<file path="config.mk">
export PLATFORM = sky130hd
export DESIGN_NAME = adsr_envelope
export DESIGN_NICKNAME = d
export VERILOG_FILES = /design/src/rtl/audio_pkg.sv /design/src/rtl/adsr_sat_step.sv /design/src/rtl/adsr_envelope.sv
export SDC_FILE = /design/constraint.sdc
export NUM_CORES = 1
export LEC_CHECK = 0
export BUFFER_PORTS_ARGS = -buffer_cell sky130_fd_sc_hd__buf_2
export CORE_MARGIN = 5
export CORE_UTILIZATION = 40
export DETAILED_ROUTE_END_ITERATION = 12
export GPL_TIMING_DRIVEN = 0
export PLACE_DENSITY = 0.62
export SLEW_MARGIN = 20
export SYNTH_ARGS = -nofsm -noshare
export SYNTH_HDL_FRONTEND = slang
export SYNTH_HIERARCHICAL = 1
export SYNTH_SLANG_ARGS = --single-unit
</file>
<file path="constraint.sdc">
create_clock -name clk -period 20 [get_ports clk]
set_input_delay 3 -clock clk [delete_from_list [all_inputs] [get_ports clk]]
set_output_delay 3 -clock clk [all_outputs]
set_load 0.02 [all_outputs]
</file>
<file path="src/rtl/audio_pkg.sv">
// Shared audio-path definitions: ADSR state encoding.
package audio_pkg;

   localparam int STATE_W = 3;

   typedef enum logic [STATE_W-1:0] {
      S_IDLE    = 3'd0,
      S_ATTACK  = 3'd1,
      S_DECAY   = 3'd2,
      S_SUSTAIN = 3'd3,
      S_RELEASE = 3'd4
   } state_t;

endpackage

</file>
<file path="src/rtl/adsr_sat_step.sv">
// Saturating add/sub of an ACCW-bit accumulator toward a clamp bound.
module adsr_sat_step #(
   parameter int ACCW = 24
) (
   input  logic [ACCW-1:0] a,
   input  logic [ACCW-1:0] b,
   input  logic [ACCW-1:0] bound,
   input  logic            sub,
   output logic [ACCW-1:0] y,
   output logic            hit
);

   logic [ACCW:0] sum;
   logic [ACCW:0] diff;

   always_comb begin
      sum  = {1'b0, a} + {1'b0, b};
      diff = {1'b0, a} - {1'b0, b};
      // diff MSB set means the subtraction went below zero
      if (sub) begin
         hit = diff[ACCW] || (diff[ACCW-1:0] <= bound);
         y   = hit ? bound : diff[ACCW-1:0];
      end else begin
         hit = sum >= {1'b0, bound};
         y   = hit ? bound : sum[ACCW-1:0];
      end
   end

endmodule

</file>
<file path="src/rtl/adsr_envelope.sv">
// Per-voice ADSR envelope, one update per sample_tick.
// Define ADSR_EXP_RELEASE_EN for an exponential release curve.
module adsr_envelope
   import audio_pkg::*;
#(
   parameter int BITSIZE   = 16,
   parameter int ACCW      = 24,
   parameter int EXP_SHIFT = 9
) (
   input  logic                 clk,
   input  logic                 rst_n,
   input  logic                 sample_tick,
   input  logic                 gate,
   input  logic [ACCW-1:0]      attack_rate,
   input  logic [ACCW-1:0]      decay_rate,
   input  logic [ACCW-1:0]      release_rate,
   input  logic [BITSIZE-2:0]   sustain_level,
   output logic [BITSIZE-1:0]   env,
   output logic                 env_valid,
   output logic [STATE_W-1:0]   state,
   output logic                 busy
);

   if (ACCW < BITSIZE + 1 || EXP_SHIFT >= ACCW) begin : g_bad_cfg
      $error("adsr_envelope: invalid ACCW/BITSIZE/EXP_SHIFT");
   end

   localparam logic [ACCW-1:0] MAX = '1;

   state_t          st;
   logic [ACCW-1:0] acc;
   logic            tick_d;
   logic [ACCW-1:0] target;
   logic [ACCW-1:0] rel_step;
   logic [ACCW-1:0] op_b;
   logic [ACCW-1:0] bound;
   logic            sub;
   logic [ACCW-1:0] nxt;
   logic            hit;

   assign target = {sustain_level, {(ACCW-BITSIZE+1){1'b0}}};

`ifdef ADSR_EXP_RELEASE_EN
   assign rel_step = (acc >> EXP_SHIFT) | ACCW'(1);
`else
   assign rel_step = release_rate;
`endif

   always_comb begin
      op_b  = attack_rate;
      bound = MAX;
      sub   = 1'b0;
      case (st)
         S_DECAY: begin
            op_b  = decay_rate;
            bound = target;
            sub   = 1'b1;
         end
         S_RELEASE: begin
            op_b  = rel_step;
            bound = '0;
            sub   = 1'b1;
         end
         default: ;
      endcase
   end

   adsr_sat_step #(.ACCW(ACCW)) u_step (
      .a     (acc),
      .b     (op_b),
      .bound (bound),
      .sub   (sub),
      .y     (nxt),
      .hit   (hit)
   );

   always_ff @(posedge clk) begin
      if (!rst_n) begin
         st        <= S_IDLE;
         acc       <= '0;
         tick_d    <= 1'b0;
         env       <= '0;
         env_valid <= 1'b0;
      end else begin
         tick_d    <= sample_tick;
         env_valid <= tick_d;
         if (tick_d) env <= {1'b0, acc[ACCW-1 -: BITSIZE-1]};
         if (sample_tick) begin
            case (st)
               S_IDLE: begin
                  acc <= '0;
                  if (gate) st <= S_ATTACK;
               end
               S_ATTACK: begin
                  if (!gate) st <= S_RELEASE;
                  else begin
                     acc <= nxt;
                     if (hit) st <= S_DECAY;
                  end
               end
               S_DECAY: begin
                  if (!gate) st <= S_RELEASE;
                  else begin
                     acc <= nxt;
                     if (hit) st <= S_SUSTAIN;
                  end
               end
               S_SUSTAIN: begin
                  if (!gate) st <= S_RELEASE;
                  else acc <= target;
               end
               S_RELEASE: begin
                  // retrigger keeps the current level
                  if (gate) st <= S_ATTACK;
                  else begin
                     acc <= nxt;
                     if (hit) st <= S_IDLE;
                  end
               end
               default: begin
                  st  <= S_IDLE;
                  acc <= '0;
               end
            endcase
         end
      end
   end

   assign state = st;
   assign busy  = (st != S_IDLE);

endmodule

</file>
### Word level (Yosys, flattened, before mapping)

Index checks and enable logic that the tools add are counted.

* bits in registers: 44
* bits of input ports: 91
* output and inout port bits: 21
* word-level logic and storage cells: 48

* add/sub/neg operators: 2
* magnitude comparators: 2
* eq/ne operators: 12
* mux-type cells: 20
* reductions and logical operators: 7

Operators with widths (number)
* $mux 24: 6
* $pmux 24 s2: 2
* $pmux 24 s3: 1
* $add 24x24->25: 1
* $ge 25x24->1: 1
* $sub 24x24->25: 1
* $le 24x24->1: 1
* $mux 3: 8
* $pmux 3 s5: 1
* $ne 3x3->1 const B: 3
* $ne 2x2->1 const B: 4
* $eq 3x2->1 const B: 2
* $reduce_and 6->1: 1
* $reduce_and 4->1: 1
* $reduce_or 2->1: 2
* $eq 3x1->1 const B: 1
* $eq 3x3->1 const B: 1
* $logic_not 3->1: 1
* $reduce_bool 3->1: 1
* $mux 1: 2
* $ne 2x1->1 const B: 1
* $logic_or 1x1->1: 1

### Longest topological paths before layout

Gate-level depths: netlist of the first run.

* depth in word-level cells: 9
* gate-level depth with buffers: 31
* mapped depth without buffers: 28

### Cells and area by module

Netlist of the first run, hierarchy kept.

By module, submodules not included
* adsr_sat_step: times used 1, cells an instance 598, area an instance 4171.5 um^2, seq. area each 0.0 um^2
* adsr_envelope: times used 1, cells an instance 325, area an instance 2815.2 um^2, seq. area each 880.8 um^2

### Least setup slack after synthesis of the first run

OpenSTA, ideal clock, no wires.

* path kind: input-to-reg
* start point: input port attack_rate[0]
* end point: register acc[21]
* setup time: 131 ps
* arrival: 8200 ps
* data required time: 19869 ps
* setup slack: 11669 ps
* stages on the path: 26
* path buffers: 0
* cell sequence: and3_1 a221o_1 ha_1 inv_1 fa_1 o21bai_2 a2111o_1 a311oi_4 o221ai_2 nand2b_1 a311oi_1 xor2_1 ha_1 a211oi_1 o211ai_1 nor4_1 a21oi_1 nor3_1 o21ai_4 nand2_4 inv_4 a2111oi_1 a21oi_1 mux2_2 a221oi_1 o22ai_1

* word-level cells in the longest chain between the ends: 8
* elaborated cells on any way between the ends: 12
* those cells by class: add/sub: 2; order compare: 2; mux: 7; reduce/logical: 1

Ends and longest elaborated chain
* start: declaration: line adsr_envelope.sv:14 `input logic [ACCW-1:0] attack_rate,`
* $pmux 24 s2 (*): line adsr_envelope.sv:53 `case (st)`
* named net op_b[0]: line adsr_envelope.sv:35 `logic [ACCW-1:0] op_b;`
* $sub 24x24->25: line adsr_sat_step.sv:18 `diff = {1'b0, a} - {1'b0, b};`
* $le 24x24->1: line adsr_sat_step.sv:21 `hit = diff[ACCW] || (diff[ACCW-1:0] <= bound);`
* $logic_or 1x1->1: line adsr_sat_step.sv:21
* $mux 24: line adsr_sat_step.sv:22 `y = hit ? bound : diff[ACCW-1:0];`
* $mux 24 (*): line adsr_sat_step.sv:20 `if (sub) begin`
* named net nxt[21]: line adsr_envelope.sv:38 `logic [ACCW-1:0] nxt;`
* $mux 24, on equally long branches: line adsr_envelope.sv:114, adsr_envelope.sv:95, adsr_envelope.sv:102
* $pmux 24 s3 (*): line adsr_envelope.sv:89 `case (st)`
* end signal: assignment: line adsr_envelope.sv:97 `acc <= nxt;`
* end signal: assignment: line adsr_envelope.sv:110 `else acc <= target;`
* end signal: assignment: line adsr_envelope.sv:116 `acc <= nxt;`
* end: declaration: line adsr_envelope.sv:31 `logic [ACCW-1:0] acc;`

Mark *: on every way through the listed nets, which the timed path passes. The rest lies on a longest branch. The select of a mux whose other input is x is not followed.
A chain may end at the register's enable or synchronous reset.

### Worst setup path in the final report of the first run

* start point: input port attack_rate[4]
* end point: register acc[15]

Same word-level chain as after synthesis.

==> key figures, run 1 <==
Timing
  – Unrepaired setup endpoints after global routing: no
  – Final hold violation count: 0
  – Crit path time final: 9.55 ns
  – Worst Slack Setup Final: 10.45 ns
  – Setup_tns: 0 ns
  – Max-slew violations: 0
  – Slew HR: 50.1%
  – Final setup viols: 0
  – Worst-margin pin slew: 0.730 ns
  – Max frequency: 105 MHz
  – Setup Skew: 0.00666 ns
  – Period utilisation layout: 47.7%

Critical path
  – CP required: 20.16 ns
  – Worst path top cell family by delay: compound AO/OA/AOI/OAI gates
  – Critical-path top delay cell: o41ai_2
  – CP Capture Type: flip-flop
  – Top fanout value on the critical path: 10
  – Crit path launch type: primary input
  – Worst path arrival time: 9.71 ns
  – CP bufs+invs: 4
  – Setup Crit Path Kind: in -> reg
  – Critical Path Max Stage Delay: 0.69 ns

Detailed routing
  – DR iter-0 viols: 505
  – Total routed wirelength: 24,400 µm
  – Number of routed nets with antenna violations: 0
  – Drt first pass iters: 6
  – Residual DRC count: 0
  – Vias: 7,317
  – Via density: 5.79
  – Routed len/inst: 19.3 µm

Pwr
  – Worst IR Drop VDD: 46.6 µV
  – PnR Total Power: 0.345 mW
  – Standby leakage power: 3.81 nW
  – P per Cell Area: 43.4 nW/µm²

Run status
  – Status: complete, no violations

Logic synthesis
  – Synthesized Nets: 1,112
  – Ys Warns: 6
  – Main flop type after synthesis: dfxtp_1
  – Seq cells post-synth: 44
  – Cell taking the most area after synthesis: ha_1
  – Multiplexer share of the synthesized area: 6.11%
  – Synth Area in Compound Gates: 29.0%
  – Simple-Gate Fraction of Synth Area: 21.0%
  – Mapped cell area: 6990 µm²
  – Top-area cell type share of the netlist area: 17.2%
  – Number of synthesized flops with an enable pin: 0
  – Synth unique cells: 88
  – Synth Area in Adders: 17.8%
  – Xor/xnor cell area share of the yosys netlist: 5.39%
  – Count leader, synth: ha_1
  – Top cells by area, synth: ha_1 17%, dfxtp_1 13%, nor2_1 5.1%
  – Asr flop ratio synth: 0%
  – Syn Inst Count: 923
  – Top cells by count, synth: 96 x ha_1, 95 x nor2_1, 76 x inv_1, 68 x a21oi_1, 58 x nand2_1
  – Sequential share of the synthesized area: 12.6%
  – Largest family of logic cells by synthesized area: compound AO/OA/AOI/OAI gates
  – Post-synthesis area per instance: 7.57 µm²

Final layout
  – Final Core Density: 46.1%
  – Layout cells sized above 1: 17.9%
  – Area grow syn2layout: 13.7%
  – Fill cells: 1,767
  – Antenna fix cells: 0
  – Fin cells: 1,263
  – Area of the multi-input gates: 5540 µm²
  – FF/Latch Area: 881 µm²
  – # nets final: 1,227

Hold path
  – Worst min path class: reg -> reg

Placed design
  – Final HPWL DP: 20,300 µm
  – Final GP Congestion: 0.923
  – Placed Instances: 1,256
  – Place WS: 10.25 ns
  – Port bufs: 108

Global route
  – Tot GR Track Use: 23.2%
  – Total grt overflow: 0
  – Number of global-route vias before repair: 6,920
  – First-pass GRT wire length: 37,400 µm
  – Pin count of the biggest net entering global routing: 18
  – Initial antenna violation count: 0

Floorplanning
  – Initial core utilization: 40.5%
  – # rows: 48
  – Die Area: 20,200 µm²
  – Core Area: 17,200 µm²
  – Height of the die: 142 µm
  – Die width: 142 µm
  – IO Pins: 112

Clocking
  – H-tree levels: 2
  – Post-CTS Resized: 0
  – Post-CTS Setup Inserts: 0
  – Inserted Clock Buffers: 5
  – Root Buffer: clkbuf_16
  – TritonCTS clock tree: yes
  – # hold bufs at CTS: 0
  – Clock sink count: 44
  – Clock Pin Slew Worst Setup and Hold Paths: 0.07 ns
  – Clk Latency, worst-skew pair: 0.29 ns
  – Longest Clk Path Bufs: 2

Job
  – Max-cap violations: 0
path summary, 6_finish.rpt:
check                                    start  slack [ns]      end  cells past startpoint
worst max register to register        state[0]       11.79  acc[15]                     28
worst min register to register         env[11]        0.49  env[11]                      2
worst max-delay path            attack_rate[4]       10.45  acc[15]                     27
worst min-delay path                   env[11]        0.49  env[11]                      2
layer usage:
metal / routed length [µm] / GRT usage [%] / part of all wire (%)
met1: 11200 / 31.3 / 46
met2: 11000 / 38.1 / 45
met3: 1590 / 3.93 / 6.5
met4: 592 / 6.36 / 2.4
met5: 0 / 0 / 0
power by group:
part | total, mW | internal [mW] | leakage, nW | switching, mW
clock network | 0.0844 | 0.0455 | 0.0657 | 0.0388
logic | 0.168 | 0.0669 | 3.38 | 0.101
registers | 0.0930 | 0.0900 | 0.356 | 0.00300
flip-flops by register name, indices dropped and copies added, names as in the netlist:
register,count
acc,24
env,15
env_valid,1
state,3
tick_d,1
kinds of logic (layout without fill, tap and decap cells):
| family | after synthesis | after routing |
|---|---|---|
| adders and majority gates | 98 | 98 |
| buffers and inverters | 139 | 254 |
| xor gates and xnor gates | 43 | 43 |
| AOI/OAI and AO/OA | 275 | 275 |
| other | 1 | 1 |
| DFF | 44 | 44 |
| and+or+nand+nor | 283 | 283 |
| muxes | 40 | 40 |
cells in the final DEF, fill, tap and decap left out, types with 21 or more instances in the layout:
cell	n
buf_2	132
ha_1	96
nor2_1	95
inv_1	76
a21oi_1	68
nand2_1	58
dfxtp_1	44
clkbuf_1	33
xnor2_1	31
a221o_1	30
o21ai_0	28
and3_1	27
mux2_2	21
o22ai_1	21
metrics by stage:
stage	instance area [µm²]	hold slack, ns
floorplan	6990	0.480
global placement	7810	0.469
detailed placement	7810	0.477
CTS	7950	0.497
global route	7950	0.534
finish	7950	0.489
layout make-up:
type | count | share of cell area, %
Clock buffer | 5 | 1.57
Multi-Input combinational cell | 740 | 69.7
Clock inverter | 2 | 0.157
Timing Repair Buffer | 108 | 6.80
Buffer | 61 | 3.45
Inverter | 78 | 3.72
Sequential cell | 44 | 11.1
Tap cell | 225 | 3.54
tightest hold or removal path, cell delays in order (launching register included):
cell and delay [ns]:
dfxtp_1 0.32, mux2i_1 0.06, nor2_1 0.07
No activity file was read; power rests on OpenSTA's default activity.
==> inputs of run 2 (changes only) <==
--- a/config.mk
+++ b/config.mk
@@ -10,7 +10,7 @@
 export CORE_UTILIZATION = 40
 export DETAILED_ROUTE_END_ITERATION = 12
 export GPL_TIMING_DRIVEN = 0
-export PLACE_DENSITY = 0.62
+export PLACE_DENSITY = 0.64
 export SLEW_MARGIN = 20
 export SYNTH_ARGS = -nofsm -noshare
 export SYNTH_HDL_FRONTEND = slang
==> constraint.sdc (replaced) <==
create_clock -name clk -period 7.8 [get_ports clk]
set_input_delay 1.17 -clock clk [delete_from_list [all_inputs] [get_ports clk]]
set_output_delay 1.17 -clock clk [all_outputs]
set_load 0.02 [all_outputs]
==> run 2 against run 1 <==
Clock skew is 0.0014 ns higher. Sequential cell count is the same. Largest power group unchanged. Critical endpoint is now acc[23]. Largest cell class unchanged. Die area unchanged.
==> key figures, run 2 (same netlist as run 1, synthesis figures left out) <==
Run status
  – Status: complete, no violations

Timing
  – Crit path time final: 7.47 ns
  – Setup Skew: 0.00809 ns (+0.00142 ns)
  – Final hold violation count: 0 (unchanged)
  – Worst-margin pin slew: 0.620 ns (-0.109 ns)
  – Max frequency: 134 MHz
  – Setup_tns: 0 ns (unchanged)
  – Max-slew violations: 0 (unchanged)
  – Slew HR: 58.5% (+8.4 points)
  – Final setup viols: 0 (unchanged)
  – Period utilisation layout: 95.7%

Final layout
  – FF/Latch Area: 881 µm² (unchanged)
  – Antenna fix cells: 0 (unchanged)
  – # nets final: 1,229 (+0.16%)
  – Commonest non-fill, non-tap cell in the layout: buf_2
  – Fill cells: 1,737 (-1.7%)
  – Biggest register: acc
  – Layout cells sized above 1: 19.2% (+1.3 points)
  – Fin cells: 1,266 (+0.24%)
  – Area grow syn2layout: 15.6%
  – Max reg flops: 24 (unchanged)
  – Area of the multi-input gates: 5610 µm² (+1.2%)
  – Commonest non-fill, non-tap cells in the layout: 132 x buf_2, 96 x ha_1, 95 x nor2_1

Critical path
  – Worst path arrival time: 7.63 ns (-2.08 ns)
  – Setup Crit Path Kind: reg -> reg
  – Critical R2R Launch: state[0]
  – Worst Reg-to-Reg Cells: 30 (+7.1%)
  – Critical Path Max Stage Delay: 0.39 ns (-0.30 ns)
  – CP required: 7.96 ns (-12.20 ns)
  – Top fanout value on the critical path: 10 (unchanged)
  – Critical-path top delay cell: fa_1
  – Reg2reg end: acc[23]
  – Crit path launch type: flip-flop
  – Worst reg2reg setup slack: 0.33 ns (-11.46 ns)
  – CP Capture Type: flip-flop

Global route
  – Number of global-route vias before repair: 7,077 (+2.3%)
  – Pin count of the biggest net entering global routing: 18 (unchanged)
  – Tot GR Track Use: 23.4% (+0.27 points)
  – Total grt overflow: 0 (unchanged)
  – First-pass GRT wire length: 38,000 µm (+1.4%)
  – Initial antenna violation count: 0 (unchanged)

Clocking
  – Clock Pin Slew Worst Setup and Hold Paths: 0.07 ns (about the same)
  – Root Buffer: clkbuf_16
  – Inserted Clock Buffers: 5 (unchanged)
  – # hold bufs at CTS: 0 (unchanged)
  – H-tree levels: 2 (unchanged)
  – Clock sink count: 44 (unchanged)
  – Clk Latency, worst-skew pair: 0.30 ns (about the same)
  – Longest Clk Path Bufs: 2 (unchanged)
  – TritonCTS clock tree: yes

Detailed routing
  – Via density: 5.82 (+0.53%)
  – Drt first pass iters: 6 (unchanged)
  – Residual DRC count: 0 (unchanged)
  – Number of routed nets with antenna violations: 0 (unchanged)
  – Vias: 7,373 (+0.77%)
  – Total routed wirelength: 24,200 µm (-0.81%)
  – DR iter-0 viols: 603 (+19%)
  – Routed len/inst: 19.1 µm (-1.0%)

Placed design
  – Final GP Congestion: 0.957 (+3.7%)
  – Final HPWL DP: 20,100 µm (-0.81%)
  – Placed Instances: 1,256 (unchanged)
  – Port bufs: 108 (unchanged)

Floorplanning
  – Die width: 142 µm (unchanged)
  – Die Area: 20,200 µm² (unchanged)
  – Height of the die: 142 µm (unchanged)
  – IO Pins: 112 (unchanged)
  – Initial core utilization: 40.5% (unchanged)
  – # rows: 48 (unchanged)
  – Core Area: 17,200 µm² (unchanged)

Hold path
  – Hold worst-path end: env[11]
  – Hold Path Depth: 2 (unchanged)
  – Worst min path class: reg -> reg
  – Min-delay src: env[11]

Job
  – Max-cap violations: 0 (unchanged)

Pwr
  – P per Cell Area: 116 nW/µm² (+170%)
  – Standby leakage power: 3.86 nW (+1.5%)
  – Worst IR Drop VDD: 111 µV (+140%)
==> run 2: worst max path at each step <==
stage	start	to	cells after the start	slack, ns
2_1_floorplan	attack_rate[0]	acc[21]	26	1.30
3_3_place_gp	state[1]	acc[21]	29	-0.11
3_5_place_dp	state[1]	acc[14]	29	-0.14
4_1_cts	state[1]	acc[23]	30	0.08
5_1_grt	state[0]	acc[21]	30	-0.008
6_report	state[0]	acc[23]	30	0.33
==> run 2: report_power, final <==
group | total [mW] | internal (mW) | switching, mW
Sequential | 0.238 | 0.231 | 0.00745
Clock | 0.269 | 0.161 | 0.108
Combinational | 0.434 | 0.174 | 0.260
Total | 0.941 | 0.565 | 0.375
==> run 2: worst max-delay path: cells and delay by family, from the launching register on <==
| family | cells | cell delay, ns |
|---|---|---|
| buf+inv | 4 | 0.72 |
| flops | 1 | 0.35 |
| fa+ha+maj | 3 | 0.89 |
| simple gates | 6 | 1.44 |
| xor+xnor | 1 | 0.18 |
| mux | 1 | 0.33 |
| compound gates | 15 | 3.42 |
==> run 2: per-stage QoR <==
step	util (%)	hold WS (ns)	setup slack (ns)	total power, mW	instance area, µm²
after floorplan	-	0.480	1.30	0.538	6990
after global placement	45.3	0.471	-0.113	0.657	7810
after detailed placement	45.3	0.477	-0.140	0.660	7810
after CTS	46.4	0.496	0.0757	0.929	7990
after global routing	46.9	0.520	-0.00770	0.998	8080
final	46.9	0.489	0.334	0.941	8080
==> run 2: cell type report <==
class                   count  area share [%]
plain buffers              61            3.49
well taps                 225            3.49
clock buffers               6            1.72
multi-input cells         740            69.4
flip-flops and latches     44            10.9
inverters                  78            3.66
clock inverters             2           0.480
repair buffers            110            6.88
==> run 2: repair_timing <==
action                                  CTS  global route
resized for setup                         3            18
endpoints found under the setup margin    5            17
pin swaps                                 0             2
buffers inserted                          0             2
==> run 2: metal layers <==
metal  vias to the layer above  track usage (%)  routed length (µm)
li1                       3607                -                   -
met3                        43             3.46                1620
met2                       281             38.0               11100
met5                         -                0                   0
met1                      3442             32.2               10900
met4                         0             6.97                 606
